`config.mk`:
```
export PLATFORM = sky130hd
export DESIGN_NAME = divu_seq
export DESIGN_NICKNAME = d
export VERILOG_FILES = /design/src/rtl/divu_seq_pkg.sv /design/src/rtl/divu_step.sv /design/src/rtl/divu_seq.sv
export SDC_FILE = /design/constraint.sdc
export NUM_CORES = 1
export LEC_CHECK = 0
export CAP_MARGIN = 20
export CORE_UTILIZATION = 55
export DETAILED_ROUTE_END_ITERATION = 10
export PLACE_DENSITY = 0.84
export SLEW_MARGIN = 10
export SYNTH_ARGS = -nofsm -noshare
export SYNTH_HDL_FRONTEND = slang
export SYNTH_SLANG_ARGS = --single-unit
```
`constraint.sdc`:
```
create_clock -name clk -period 9 [get_ports clk]
set_input_delay 1.35 -clock clk [delete_from_list [all_inputs] [get_ports clk]]
set_output_delay 1.35 -clock clk [all_outputs]
set_load 0.01 [all_outputs]
```
`src/rtl/divu_seq_pkg.sv`:
```
// Shared types and constants for the sequential unsigned divider (DIVU).
package divu_seq_pkg;

    typedef enum logic [1:0] {
        DIVU_IDLE,
        DIVU_CALC,
        DIVU_DONE
    } divu_state_t;

    localparam int DIVU_XLEN    = 32;
    // Cycles from an accepted start to the done pulse; stall logic keys off this.
    localparam int DIVU_LATENCY = DIVU_XLEN + 1;

endpackage

```
`src/rtl/divu_step.sv`:
```
// One restoring radix-2 division iteration, purely combinational.
module divu_step #(
    parameter int XLEN = 32
) (
    input  logic [XLEN:0]   rem,
    input  logic [XLEN-1:0] quot,
    input  logic [XLEN-1:0] div,
    output logic [XLEN:0]   rem_next,
    output logic [XLEN-1:0] quot_next
);

    logic [XLEN:0] shifted;
    logic [XLEN:0] diff;
    logic          unused_rem_msb;

    assign shifted   = {rem[XLEN-1:0], quot[XLEN-1]};
    assign diff      = shifted - {1'b0, div};
    // A set top bit means the trial subtraction borrowed: keep the shifted value.
    assign rem_next  = diff[XLEN] ? shifted : diff;
    assign quot_next = {quot[XLEN-2:0], ~diff[XLEN]};

    // The partial remainder always stays below the divisor, so its top bit is never consumed.
    assign unused_rem_msb = rem[XLEN];

endmodule

```
`src/rtl/divu_seq.sv`:
```
// Multi-cycle restoring unsigned divider executing DIVU beside the single-cycle ALU.
// Optional DIVU_FAST_EN: divisor==0, dividend<divisor and divisor==1 finish in one cycle.
module divu_seq
    import divu_seq_pkg::*;
#(
    parameter int XLEN  = 32,
    parameter int CNT_W = $clog2(XLEN)
) (
    input  logic            clk,
    input  logic            rst_n,
    input  logic            start_i,
    input  logic            flush_i,
    input  logic [XLEN-1:0] dividend_i,
    input  logic [XLEN-1:0] divisor_i,
    output logic            busy_o,
    output logic            done_o,
    output logic [XLEN-1:0] quotient_o,
    output logic [XLEN-1:0] remainder_o
);

    divu_state_t     state_reg, state_next;
    logic [CNT_W-1:0] cnt_reg;
    logic [XLEN:0]   rem_reg;
    logic [XLEN-1:0] quot_reg;
    logic [XLEN-1:0] div_reg;
    logic [XLEN-1:0] quotient_reg;
    logic [XLEN-1:0] remainder_reg;

    logic [XLEN:0]   rem_next;
    logic [XLEN-1:0] quot_next;
    logic            accept;
    logic            last_iter;

    divu_step #(.XLEN(XLEN)) u_step (
        .rem       (rem_reg),
        .quot      (quot_reg),
        .div       (div_reg),
        .rem_next  (rem_next),
        .quot_next (quot_next)
    );

    // New work is only taken when the unit is not mid-calculation.
    assign accept    = start_i && !flush_i &&
                       ((state_reg == DIVU_IDLE) || (state_reg == DIVU_DONE));
    assign last_iter = (state_reg == DIVU_CALC) && (cnt_reg == CNT_W'(XLEN - 1));

`ifdef DIVU_FAST_EN
    logic            fast_hit;
    logic [XLEN-1:0] fast_quot;
    logic [XLEN-1:0] fast_rem;

    always_comb begin
        fast_hit  = 1'b0;
        fast_quot = '0;
        fast_rem  = '0;
        if (divisor_i == '0) begin
            fast_hit  = 1'b1;
            fast_quot = '1;
            fast_rem  = dividend_i;
        end else if (dividend_i < divisor_i) begin
            fast_hit  = 1'b1;
            fast_quot = '0;
            fast_rem  = dividend_i;
        end else if (divisor_i == XLEN'(1)) begin
            fast_hit  = 1'b1;
            fast_quot = dividend_i;
            fast_rem  = '0;
        end
    end
`endif

    always_ff @(posedge clk or negedge rst_n) begin
        if (!rst_n) begin
            state_reg <= DIVU_IDLE;
        end else begin
            state_reg <= state_next;
        end
    end

    always_comb begin
        state_next = state_reg;
        busy_o     = 1'b0;
        done_o     = 1'b0;
        case (state_reg)
            DIVU_IDLE: begin
                if (accept) begin
`ifdef DIVU_FAST_EN
                    state_next = fast_hit ? DIVU_DONE : DIVU_CALC;
`else
                    state_next = DIVU_CALC;
`endif
                end
            end
            DIVU_CALC: begin
                busy_o = 1'b1;
                if (last_iter) begin
                    state_next = DIVU_DONE;
                end
            end
            DIVU_DONE: begin
                done_o = 1'b1;
                if (accept) begin
`ifdef DIVU_FAST_EN
                    state_next = fast_hit ? DIVU_DONE : DIVU_CALC;
`else
                    state_next = DIVU_CALC;
`endif
                end else begin
                    state_next = DIVU_IDLE;
                end
            end
            default: state_next = DIVU_IDLE;
        endcase
        if (flush_i) begin
            state_next = DIVU_IDLE;
        end
    end

    always_ff @(posedge clk or negedge rst_n) begin
        if (!rst_n) begin
            cnt_reg       <= '0;
            rem_reg       <= '0;
            quot_reg      <= '0;
            div_reg       <= '0;
            quotient_reg  <= '0;
            remainder_reg <= '0;
        end else if (accept) begin
            cnt_reg  <= '0;
            rem_reg  <= '0;
            quot_reg <= dividend_i;
            div_reg  <= divisor_i;
`ifdef DIVU_FAST_EN
            if (fast_hit) begin
                quotient_reg  <= fast_quot;
                remainder_reg <= fast_rem;
            end
`endif
        end else if ((state_reg == DIVU_CALC) && !flush_i) begin
            rem_reg  <= rem_next;
            quot_reg <= quot_next;
            // Holding at XLEN-1 keeps the counter from wrapping on power-of-two widths.
            if (last_iter) begin
                quotient_reg  <= quot_next;
                remainder_reg <= rem_next[XLEN-1:0];
            end else begin
                cnt_reg <= cnt_reg + CNT_W'(1);
            end
        end
    end

    assign quotient_o  = quotient_reg;
    assign remainder_o = remainder_reg;

endmodule

```
## After elaboration in Yosys (flattened, before gate mapping)

Cells that the tools add are included.

| storage, ports and cells | value |
|---|---|
| register bits after elaboration | 167 |
| bits of input ports | 68 |
| output and inout port bits | 66 |
| logic and storage cells | 43 |

| cells by class | value |
|---|---|
| add/subtract/negate cells | 2 |
| equal/unequal tests | 6 |
| multiplexer cells | 15 |
| bitwise gates (word level) | 2 |
| reduce and logical (&&, ||, !) cells | 11 |

Operators by type and width:

| cell | count |
|---|---|
| $mux 32 | 5 |
| $sub 33x32->33 | 1 |
| $mux 5 | 3 |
| $mux 2 | 3 |
| $ne 3x3->1 const B | 2 |
| $pmux 2 s3 | 1 |
| $add 5x1->5 const B | 1 |
| $eq 5x5->1 const B | 1 |
| $logic_and 1x1->1 | 4 |
| $reduce_and 2->1 | 2 |
| $mux 1 | 3 |
| $reduce_and 3->1 | 1 |
| $eq 2x1->1 const B | 1 |
| $eq 2x2->1 const B | 1 |
| $logic_not 2->1 | 1 |
| $ne 2x2->1 const B | 1 |
| $not 1->1 | 2 |
| $reduce_bool 2->1 | 1 |
| $logic_not 1->1 | 1 |
| $logic_or 1x1->1 | 1 |

## Logic depth before layout (Yosys ltp)

| depth | value |
|---|---|
| depth in word-level cells | 6 |
| depth in mapped cells | 13 |
| depth with buffers taken out | 11 |

## By module

Synthesis repeated with hierarchy kept, for this count alone.

| unflattened totals | value |
|---|---|
| cell total of the unflattened synthesis | 862 |
| area, all modules | 9037.4 um2 |

By module, submodules not included:

| module | instances | cells each | area an instance (um2) | seq. area each (um2) |
|---|---|---|---|---|
| divu_seq | 1 | 488 | 6480.0 | 4204.0 |
| divu_step | 1 | 374 | 2557.5 | 0.0 |

## Worst setup path after synthesis

OpenSTA, ideal clock, no wires.

| timing path | value |
|---|---|
| path kind | reg2reg |
| start point | register rem_reg[9] |
| end point | register remainder_reg[0], in the netlist remainder_o[0] |
| library setup time | 0.135 ns |
| arrival time | 2.749 ns |
| required time | 8.865 ns |
| slack | 6.117 ns |
| cell stages (with the launch flop) | 13 |
| period minus slack after synthesis | 2.883 ns |
| cells stage by stage | dfrtp_1 -> ha_1 -> buf_6 -> a21oi_4 -> o311ai_4 -> a21oi_4 -> o2111ai_4 -> a2111o_1 -> buf_6 -> a21o_1 -> buf_2 -> a21oi_1 -> o31ai_1 |

| on the way | value |
|---|---|
| longest elaborated chain between the ends | 2 |

Ends and longest elaborated chain:

| element | line | RTL |
|---|---|---|
| start, declared | divu_seq.sv:23 | `logic [XLEN:0] rem_reg;` |
| start signal, assigned | divu_seq.sv:139 | `rem_reg <= rem_next;` |
| $sub 33x32->33 | divu_step.sv:17 | `assign diff = shifted - {1'b0, div};` |
| $mux 32 | divu_step.sv:19 | `assign rem_next = diff[XLEN] ? shifted : diff;` |
| end signal, assigned | divu_seq.sv:144 | `remainder_reg <= rem_next[XLEN-1:0];` |
| end, declared | divu_seq.sv:27 | `logic [XLEN-1:0] remainder_reg;` |

Every way passes these cells.
A chain may end at the register's enable or synchronous reset.

## Worst setup path after layout

| timing path | value |
|---|---|
| start point | register rem_reg[9] |
| end point | register rem_reg[0] |

| on the way | value |
|---|---|
| longest elaborated chain between the ends | 4 |

Ends and longest elaborated chain:

| element | line | RTL |
|---|---|---|
| $sub 33x32->33 | divu_step.sv:17 |  |
| $mux 32 | divu_step.sv:19 |  |
| $mux 32 | divu_seq.sv:138 | `end else if ((state_reg == DIVU_CALC) && !flush_i) begin` |
| $mux 32 | divu_seq.sv:127 | `end else if (accept) begin` |

Every way passes these cells. The select of a mux whose other input is x is not followed.

==> flow_summary.yaml <==
status:
  status: "completed"
timing:
  hold_violations: 0
  setup_viol_count_final: 0
  period_share_pct: 44.1
  clock_skew_ps: 13.0
  timing.final.crit_period_ps: 3970
  finalMaxSlewViolations: 0
  tightest_slew_ps: 1080
  rsz0062_at_grt: "no"
  setup_tns_ps: 0
  fmax_ghz: 0.252
  relSlewSlack_pct: 27.0
layout:
  drive_above_1_share_pct: 6.06
  n_antenna_cell: 0
  fin_nets: 1279
  multiInputGateArea_um2: 4840
  final_common_cell: "nand2_1"
  regArea_um2: 4180
  layout_common_cells: "nand2_1, dfrtp_1, clkdlybuf4s50_1"
  finalNonFillerCells: 1409
  n_fill_cell: 1290
  area_growth_syn_to_layout_pct: 21.9
global_route:
  grt_usage_pct: 28.4
  overflow: 0
  antenna_found_initial: 0
  grt_max_degree: 126
  grt_pass1_wl_um: 40400
  grt_pass1_vias: 8175
worst_setup_path:
  rr_endpoint: "rem_reg[0]"
  critical_path_required_ps: 9340
  rr_worst_depth: 9
  crit_path_end: "rem_reg[0]"
  arrival_ps: 4310
  startpoint: "rem_reg[9]"
  critPathLaunchType: "flop"
  endpoint_kind: "flop"
  regToRegStartpoint: "rem_reg[9]"
  ff2ff_setup_slack_ps: 5030
  critPathKind: "reg -> reg"
  crit_fanout: 33
clock_tree:
  cts_buffers: 17
  cts_hold_buf: 0
  clock_path_buffers: 2
  root_buffer: "clkbuf_16"
  cts_sinks: 167
  insertion_delay_ps: 440
  post_cts_buffers: 0
  cts_resized: 0
  cts_tree: "yes"
  clk_pin_slew_ps: 70
  htreeDepth: 4
yosys:
  synth_edf_count: 0
  synth_area_per_cell_um2: 8.75
  synthesis.area_um2: 9460
  yosys.cell_types.count: 64
  yosysWarnings: 0
  synth_cells: 1081
  ys.flop_type: "dfrtp_1"
  synth_top_area_share_pct: 44.2
  synth_seq_area_share_pct: 44.2
  synth_seq_cells: 167
  synth_nets: 1184
  synthArstFlopShare_pct: 100
  synth_top_area_cell: "dfrtp_1"
  synth_area_leaders: "dfrtp_1, nand2_1, ha_1, o21ai_0, o31ai_1"
floorplan:
  std_cell_rows: 47
  die_h_um: 133
  initial_utilization_pct: 56.6
  core_area_um2: 16700
  io_pins: 134
  die_w_um: 133
  dieArea_um2: 17700
pwr:
  power_frac_clock_pct: 37.3
  seqPwrFrac_pct: 43.1
  pwr-share-comb_pct: 19.6
  power_leakage_nw: 5.25
  vdd_drop_max_mv: 0.144
  power.density_nw_per_um2: 177
  netSwitchingFraction_pct: 31.7
  power_switching_w: 0.000647
  cell_internal_pwr_w: 0.00139
route:
  antenna_left: 0
  first_iter_violations: 687
  drcViolationCount: 0
  wirelength_um: 24100
  wire_per_inst_um: 17.1
  vias: 8412
  via_per_inst: 5.97
  drtPass1Iterations: 5
place:
  numPortBuffers: 133
  gp_congestion: 0.937
  dp_hpwl_um: 16000
  dp_cells: 1375
run:
  drv_cap: 0
worst_hold_path:
  hold_path_class: "reg -> reg"
-- layout make-up --
type	instances	area share [%]
multi-input cells	803	42.0
well taps	220	2.39
clock buffers	17	3.69
clock inverters	15	1.77
flip-flops and latches	167	36.3
repair buffers	143	12.5
inverters	44	1.43
-- cells in the mapped netlist (all sizes together), types with 3 or more instances --
library cell / n
or2: 3
a21o: 22
inv: 44
mux2i: 29
nor2: 41
clkbuf: 44
a21oi: 62
nand3b: 11
a31oi: 14
a211o: 4
nor2b: 6
nor3: 25
o211ai: 4
nand2b: 6
or3: 12
o22ai: 3
buf: 23
o31ai: 47
a211oi: 9
mux2: 8
o21bai: 3
o311ai: 4
and2: 10
xor2: 9
xnor2: 11
ha: 34
dfrtp: 167
a311oi: 3
o41ai: 3
o21ai: 79
and3: 15
a221oi: 5
a22oi: 6
o211a: 3
nand3: 33
nand2: 242
nand4: 13
-- stage by stage --
stage	hold WS (ps)	instance area, um^2	power, W	worst slack [ps]	utilization, %
after CTS	480	11500	0.00204	4890	68.7
after detailed placement	462	10800	0.00128	4870	65.0
after global routing	505	11500	0.00213	4760	69.0
after floorplan	460	9460	0.00116	6120	-
final	475	11500	0.00204	5030	69.0
after global placement	457	10800	0.00127	4930	65.0
-- power groups by stage --
stage	Combinational, W	Clock (W)	Sequential, W
floorplan	0.000279	0	0.000876
global placement	0.000379	0	0.000887
detailed placement	0.000391	0	0.000891
CTS	0.000396	0.000768	0.000877
global route	0.000449	0.000798	0.000887
finish	0.000400	0.000761	0.000878
-- metal layers --
metal	GRT usage (%)	share of wire (%)
met5	0	0
met4	12.0	2.4
met3	4.19	5.9
met2	45.6	49
met1	38.7	43
-- cell families (layout without fill, tap and decap cells) --
group                      count (synthesis)  in the layout  share of synthesized area [%]
and+or+nand+nor                          423            423                           20.1
AOI/OAI and AO/OA                        288            288                           20.2
DFF                                      167            167                           44.2
buffers and inverters                    111            219                           4.91
muxes                                     37             37                           4.02
adders and majority gates                 35             35                           4.71
xor gates and xnor gates                  20             20                           1.85
-- critical path, stage by stage (launching register included) --
cell and delay, ps:
dfrtp_1 450, ha_1 520, nand4_1 210, or2_0 280, a211o_1 350, o2111ai_4 150
a2111o_1 470, nand3_2 740, and3_1 490, o31ai_1 210
-- worst min-delay path by stage --
stage / start / cells after the start / endpoint
6_report: quotient_o[8] / 2 / quotient_o[8]
5_1_grt: quotient_o[26] / 2 / quotient_o[26]
4_1_cts: quotient_o[8] / 2 / quotient_o[8]
3_5_place_dp: quotient_o[23] / 2 / quotient_o[23]
3_3_place_gp: quotient_o[13] / 2 / quotient_o[13]
2_1_floorplan: quot_reg[9] / 2 / quotient_o[10]
No activity file was read; power rests on OpenSTA's default activity.
